<file path="src/rtl/ins_cache_ml.sv">
// ins_cache_ml: direct-mapped multi-line instruction cache between the fetch
// unit and the DDR burst interface. Hits return in one cycle; a miss refills
// the whole line with one DDR burst and then returns the requested word.
//
// Ports:
//   clk, rst                 clock, asynchronous active-high reset
//   flush                    invalidate every line
//   fetch_req, fetch_addr    fetch request (sampled while fetch_rdy=1)
//   fetch_rdy                cache idle, request can be accepted
//   instruction, ins_valid   returned word and its one-cycle valid pulse
//   addr_err                 request was beyond the program image
//   miss                     one-cycle pulse as a refill starts
//   load_times               completed refill counter (wraps)
//   ISA_read_req/addr, isa_read_len   DDR burst request, start byte address, length
//   rd_burst_data_valid, instruction_to_cache   incoming DDR beats
module ins_cache_ml #(
  parameter int unsigned ISA_WIDTH       = 30,
  parameter int unsigned ADDR_WIDTH_MEM  = 16,
  parameter int unsigned DDR_ADDR_WIDTH  = 28,
  parameter int unsigned LINE_DEPTH      = 16,
  parameter int unsigned NUM_LINES       = 4,
  parameter int unsigned TOTAL_ISA_DEPTH = 128,
  parameter int unsigned BYTES_PER_INS   = 8
) (
  input  logic                      clk,
  input  logic                      rst,
  input  logic                      flush,
  input  logic                      fetch_req,
  input  logic [ADDR_WIDTH_MEM-1:0] fetch_addr,
  output logic                      fetch_rdy,
  output logic [ISA_WIDTH-1:0]      instruction,
  output logic                      ins_valid,
  output logic                      addr_err,
  output logic                      miss,
  output logic [9:0]                load_times,
  output logic                      ISA_read_req,
  output logic [DDR_ADDR_WIDTH-1:0] ISA_read_addr,
  output logic [9:0]                isa_read_len,
  input  logic                      rd_burst_data_valid,
  input  logic [ISA_WIDTH-1:0]      instruction_to_cache
);

  localparam int unsigned OB    = $clog2(LINE_DEPTH);
  localparam int unsigned IB    = $clog2(NUM_LINES);
  localparam int unsigned IB_W  = (IB == 0) ? 1 : IB;
  localparam int unsigned TAG_W = ADDR_WIDTH_MEM - OB - IB;
  localparam int unsigned AW    = OB + IB;
  localparam int unsigned DEPTH = LINE_DEPTH * NUM_LINES;
  localparam int unsigned LEN_W = 10;

  typedef enum logic [1:0] {IDLE, RESP, REFILL, FILL_RESP} state_t;

  state_t                    state_q, state_d;
  logic [NUM_LINES-1:0]      valid_q, valid_d;
  logic [TAG_W-1:0]          tag_mem [NUM_LINES];
  logic [ISA_WIDTH-1:0]      data_mem [DEPTH];
  logic [OB-1:0]             lat_off_q, lat_off_d;
  logic [OB-1:0]             cnt_q, cnt_d;
  logic [IB_W-1:0]           lat_idx_q, lat_idx_d;
  logic                      lat_err_q, lat_err_d;
  logic                      flushed_q, flushed_d;

  logic                      fetch_rdy_d, ins_valid_d, addr_err_d, miss_d, read_req_d;
  logic [ISA_WIDTH-1:0]      instruction_d;
  logic [LEN_W-1:0]          load_times_d, read_len_d;
  logic [DDR_ADDR_WIDTH-1:0] read_addr_d;

  // Request address decode
  logic [OB-1:0]             req_off;
  logic [IB_W-1:0]           req_idx;
  logic [TAG_W-1:0]          req_tag;
  logic [ADDR_WIDTH_MEM-1:0] line_base;
  logic [31:0]               remain, burst_len;
  logic                      out_of_range, hit, accept, beat, last_beat, tag_we;
  logic [AW-1:0]             rd_ptr, wr_ptr;

  assign req_off      = OB'(fetch_addr);
  assign req_idx      = (NUM_LINES == 1) ? '0 : IB_W'(fetch_addr >> OB);
  assign req_tag      = TAG_W'(fetch_addr >> (OB + IB));
  assign line_base    = fetch_addr & ~ADDR_WIDTH_MEM'(LINE_DEPTH - 1);
  assign out_of_range = 32'(fetch_addr) >= TOTAL_ISA_DEPTH;
  // The tail line of the program image may be shorter than a full line
  assign remain       = TOTAL_ISA_DEPTH - 32'(line_base);
  assign burst_len    = (remain < LINE_DEPTH) ? remain : LINE_DEPTH;
  // A flush in the lookup cycle makes the line look invalid
  assign hit          = valid_q[req_idx] && !flush && (tag_mem[req_idx] == req_tag);
  assign accept       = fetch_rdy && fetch_req && (state_q == IDLE);
  assign beat         = (state_q == REFILL) && rd_burst_data_valid;
  assign last_beat    = beat && (LEN_W'(cnt_q) == isa_read_len - LEN_W'(1));
  assign rd_ptr       = AW'({lat_idx_q, lat_off_q});
  assign wr_ptr       = AW'({lat_idx_q, cnt_q});

  // Next-state and registered-output values
  always_comb begin
    state_d       = state_q;
    valid_d       = valid_q;
    cnt_d         = cnt_q;
    lat_off_d     = lat_off_q;
    lat_idx_d     = lat_idx_q;
    lat_err_d     = lat_err_q;
    flushed_d     = flushed_q;
    ins_valid_d   = 1'b0;
    addr_err_d    = 1'b0;
    miss_d        = 1'b0;
    instruction_d = '0;
    load_times_d  = load_times;
    read_addr_d   = ISA_read_addr;
    read_len_d    = isa_read_len;
    tag_we        = 1'b0;

    case (state_q)
      IDLE: begin
        if (accept) begin
          lat_off_d = req_off;
          lat_idx_d = req_idx;
          lat_err_d = out_of_range;
          if (out_of_range || hit) begin
            state_d = RESP;
          end else begin
            state_d          = REFILL;
            miss_d           = 1'b1;
            tag_we           = 1'b1;
            valid_d[req_idx] = 1'b0;
            cnt_d            = '0;
            flushed_d        = 1'b0;
            read_addr_d      = DDR_ADDR_WIDTH'(line_base) * DDR_ADDR_WIDTH'(BYTES_PER_INS);
            read_len_d       = LEN_W'(burst_len);
          end
        end
      end
      RESP, FILL_RESP: begin
        state_d       = IDLE;
        ins_valid_d   = 1'b1;
        addr_err_d    = lat_err_q;
        instruction_d = lat_err_q ? '0 : data_mem[rd_ptr];
      end
      REFILL: begin
        if (beat) begin
          cnt_d = cnt_q + OB'(1);
          if (last_beat) begin
            state_d      = FILL_RESP;
            load_times_d = load_times + LEN_W'(1);
            // A flush seen at any point of the burst leaves the line invalid
            if (!flushed_q) valid_d[lat_idx_q] = 1'b1;
          end
        end
      end
      default: state_d = IDLE;
    endcase

    // Flush overrides everything, including a line completing this edge
    if (flush) begin
      valid_d = '0;
      if (state_q == REFILL) flushed_d = 1'b1;
    end

    read_req_d  = (state_d == REFILL);
    fetch_rdy_d = (state_d == IDLE);
  end

  // State, control and output registers
  always_ff @(posedge clk or posedge rst) begin
    if (rst) begin
      state_q       <= IDLE;
      valid_q       <= '0;
      cnt_q         <= '0;
      lat_off_q     <= '0;
      lat_idx_q     <= '0;
      lat_err_q     <= 1'b0;
      flushed_q     <= 1'b0;
      fetch_rdy     <= 1'b0;
      instruction   <= '0;
      ins_valid     <= 1'b0;
      addr_err      <= 1'b0;
      miss          <= 1'b0;
      load_times    <= '0;
      ISA_read_req  <= 1'b0;
      ISA_read_addr <= '0;
      isa_read_len  <= '0;
    end else begin
      state_q       <= state_d;
      valid_q       <= valid_d;
      cnt_q         <= cnt_d;
      lat_off_q     <= lat_off_d;
      lat_idx_q     <= lat_idx_d;
      lat_err_q     <= lat_err_d;
      flushed_q     <= flushed_d;
      fetch_rdy     <= fetch_rdy_d;
      instruction   <= instruction_d;
      ins_valid     <= ins_valid_d;
      addr_err      <= addr_err_d;
      miss          <= miss_d;
      load_times    <= load_times_d;
      ISA_read_req  <= read_req_d;
      ISA_read_addr <= read_addr_d;
      isa_read_len  <= read_len_d;
    end
  end

  // Tag and data storage, not reset; beats are written even during a flush
  always_ff @(posedge clk) begin
    if (tag_we) tag_mem[req_idx] <= req_tag;
    if (beat)   data_mem[wr_ptr] <= instruction_to_cache;
  end

endmodule

</file>
<file path="config.mk">
export PLATFORM = sky130hd
export DESIGN_NAME = ins_cache_ml
export DESIGN_NICKNAME = d
export VERILOG_FILES = /design/src/rtl/ins_cache_ml.sv
export SDC_FILE = /design/constraint.sdc
export NUM_CORES = 2
export LEC_CHECK = 0
export ABC_CLOCK_PERIOD_IN_PS = 9800
export CORE_UTILIZATION = 30
export DETAILED_ROUTE_END_ITERATION = 7
export MAX_ROUTING_LAYER = met4
export PLACE_DENSITY = 0.49
export SLEW_MARGIN = 20
export SYNTH_ARGS = -nofsm -noshare
export SYNTH_HDL_FRONTEND = slang
export SYNTH_SLANG_ARGS = --single-unit
export TNS_END_PERCENT = 100
</file>
<file path="constraint.sdc">
create_clock -name clk -period 9.8 [get_ports clk]
set_clock_uncertainty 0.15 [all_clocks]
set_input_delay 0.98 -clock clk [delete_from_list [all_inputs] [get_ports clk]]
set_output_delay 0.98 -clock clk [all_outputs]
set_load 0.05 [all_outputs]
</file>
==> run metrics <==
initial core utilization 0.3024; Synth warnings 0; Async SR Flop Fraction 0.03969; Worst VDD drop 0.1430 mV; power per cell area 223.1 nW/um^2; Vias per Instance 4.997; GPL Wtd Cong 0.7623; Hold Slack 0.3283 ns; largest net degree at the start of global routing 145; die height 511.6 um; top_reg_cell synth edfxtp_1; CTS tree built; Slew @ Worst Pin 1.047 ns; Seq/Total Area, Yosys 0.7815; fin crit period 4.522 ns; Post-Layout Inst Area 90630 sq um; Die ar. 261700 sq um; # IOs 134; GR Util met2 0.2505; IO buf count 113; final setup fails 0; Slew HR 0.3020; Setup TNS 0 ns; Pins Over Slew Limit 0; Hold Path Class register to register; Seq cells post-synth 2041; via count 35717; placed cell areas 83830 sq um; first-pass GRT wire length 291.0 mm; syn_area_per_cell 23.53 sq um; P&R area growth vs syn 16.32%; final worst-path cycle share 0.4615; final WL 207.3 mm; CTS root buf clkbuf_16; Setup CP Type input port to register; number of global-route vias before repair 36949; post-DR wirelength/cell 29.00 um; initial antenna violation count 10; # clock sinks 2041; Core Box Area 257600 sq um; Lkg Pwr 28.33 nW; Residual DRC 0; Iteration-0 DRC Markers 3478; H-tree depth 4; DRT antenna net count 0; RSZ-0062 raised after global routing false; Final Hold Viols 0; GR Overflow Total 0; outcome finished clean; Pre-antenna DRT Iters 7; Setup crit start kind input port; utilization after layout 0.3518; Total GRT Usage 0.1624; Distinct cells, synth 47; share of cells above drive strength 1 0.2972; Nets 3641; Post-DP HPWL 106.8 mm; Clock Tree Buf Depth 3; Setup Fix Bufs, Post-CTS 0; total CTS buffers 211; Max Clk Rate 0.2211 GHz; cts repair resizes 0; hold_buf cts 0; Crit Path Max Fanout 22; die width 511.6 um; met3 Usage GRT 0.02876; Crit. End Element register; Post-Syn Area 77910 sq um; Rows 186; post-synthesis cell count 3311; CTS clk-pin slew, worst paths 0.06 ns; met1 GRT Util 0.2207; Arrival @ worst endpoint 4.92 ns; total power 20.22 mW; Post-synth EDFFs 1960; Req. time, crit path 10.19 ns; GR peak layer met2; max_cap viols 0; worst skew pair latency 0.86 ns
-- stage by stage --
stage                     setup slack [ns]  instances
after floorplan                      5.344       3330
after global placement               4.489       6755
after detailed placement             4.412       6755
after CTS                            5.231       7146
after global routing                 5.023       7147
final                                5.278       7148
-- registers in the layout, indices dropped and copies added (netlist names) --
signal / flops
cnt_q: 4
ISA_read_req: 1
flushed_q: 1
ins_valid: 1
fetch_rdy: 1
valid_q: 4
isa_read_len: 6
load_times: 10
lat_off_q: 4
instruction: 30
ISA_read_addr: 12
tag_mem: 40
addr_err: 1
lat_idx_q: 2
data_mem: 1920
miss: 1
lat_err_q: 1
state_q: 2
-- worst max-delay path, cell delays in order --
cell,delay (ns)
clkdlybuf4s50_1,1.10
mux4_1,0.67
xor2_1,0.17
or4_4,0.56
a2111oi_4,0.34
or2_1,0.57
inv_6,0.16
and2_1,0.36
-- logic make-up (layout without fill, tap and decap cells) --
logic type / after synthesis / in the layout / synth area share
simple gates: 241 / 241 / 0.01473
buf+inv: 262 / 694 / 0.01450
fa+ha+maj: 6 / 6 / 0.0009636
flops: 2041 / 2041 / 0.7815
compound gates: 83 / 83 / 0.009010
other cells: 1 / 22 / 0.00004813
xor+xnor: 21 / 21 / 0.002361
mux: 656 / 656 / 0.1769
-- cell type report --
class	instances	area, sq um
fill	23531	167000
sequential	2041	60900
multi-input combinational	1027	16460
clock buffer	265	5614
tap	3384	4234
timing repair buffer	236	1967
clock inverter	126	1181
inverter	67	266.5
antenna	2	5.005
-- final timing paths --
| path | start | endpoint | slack [ns] | cells past startpoint |
|---|---|---|---|---|
| max | fetch_addr[4] | tag_mem[3][2]$_DFFE_PP_ | 5.28 | 8 |
| min | load_times[9]$_DFFE_PP0P_ | load_times[9]$_DFFE_PP0P_ | 0.33 | 1 |
| max reg2reg | lat_off_q[1]$_DFFE_PP0P_ | instruction[27]$_DFF_PP0_ | 5.37 | 6 |
| min reg2reg | load_times[9]$_DFFE_PP0P_ | load_times[9]$_DFFE_PP0P_ | 0.33 | 1 |
| max in group asynchronous | rst | lat_off_q[1]$_DFFE_PP0P_ | 7.65 | 3 |
| min in group asynchronous | rst | ISA_read_addr[14]$_DFFE_PP0P_ | 0.39 | 2 |
-- layout by cell type, fill, tap and decap left out, types with 39 or more instances in the layout --
master	n
nand3_1	43
clkbuf_1	42
clkinv_2	39
mux4_2	572
dfrtp_1	77
inv_1	64
nand2_1	56
clkdlybuf4s50_1	83
nor2_4	63
clkbuf_16	212
edfxtp_1	1960
mux2i_1	71
clkinv_1	46
buf_4	118
-- power breakdown --
group	internal, mW	total, mW	switching [mW]	leakage (nW)
clock	4.49	7.90	3.41	3.33
sequential	9.57	9.64	0.0774	18.7
combinational	1.19	2.68	1.49	6.29
total	15.3	20.2	4.97	28.3
-- routing by layer --
metal / wire, um / part of all wire
met4: 5276 / 0.025
met5: 0 / 0
met1: 91420 / 0.44
met2: 98970 / 0.48
met3: 11610 / 0.056
-- synth_stat cells (20+ instances only) --
| master | count | area (sq um) |
|---|---|---|
| clkbuf_1 | 110 | 412.9 |
| dfrtp_1 | 81 | 2027 |
| buf_1 | 42 | 157.7 |
| o2111ai_1 | 31 | 271.5 |
| o221ai_1 | 30 | 262.8 |
| mux2i_1 | 71 | 710.7 |
| edfxtp_1 | 1960 | 58860 |
| nand3_1 | 43 | 215.2 |
| nand2_1 | 56 | 210.2 |
| mux4_2 | 572 | 12880 |
| inv_1 | 65 | 244.0 |
| nor2_1 | 75 | 281.5 |
| buf_4 | 20 | 150.1 |
No activity file was read; power rests on OpenSTA's default activity.
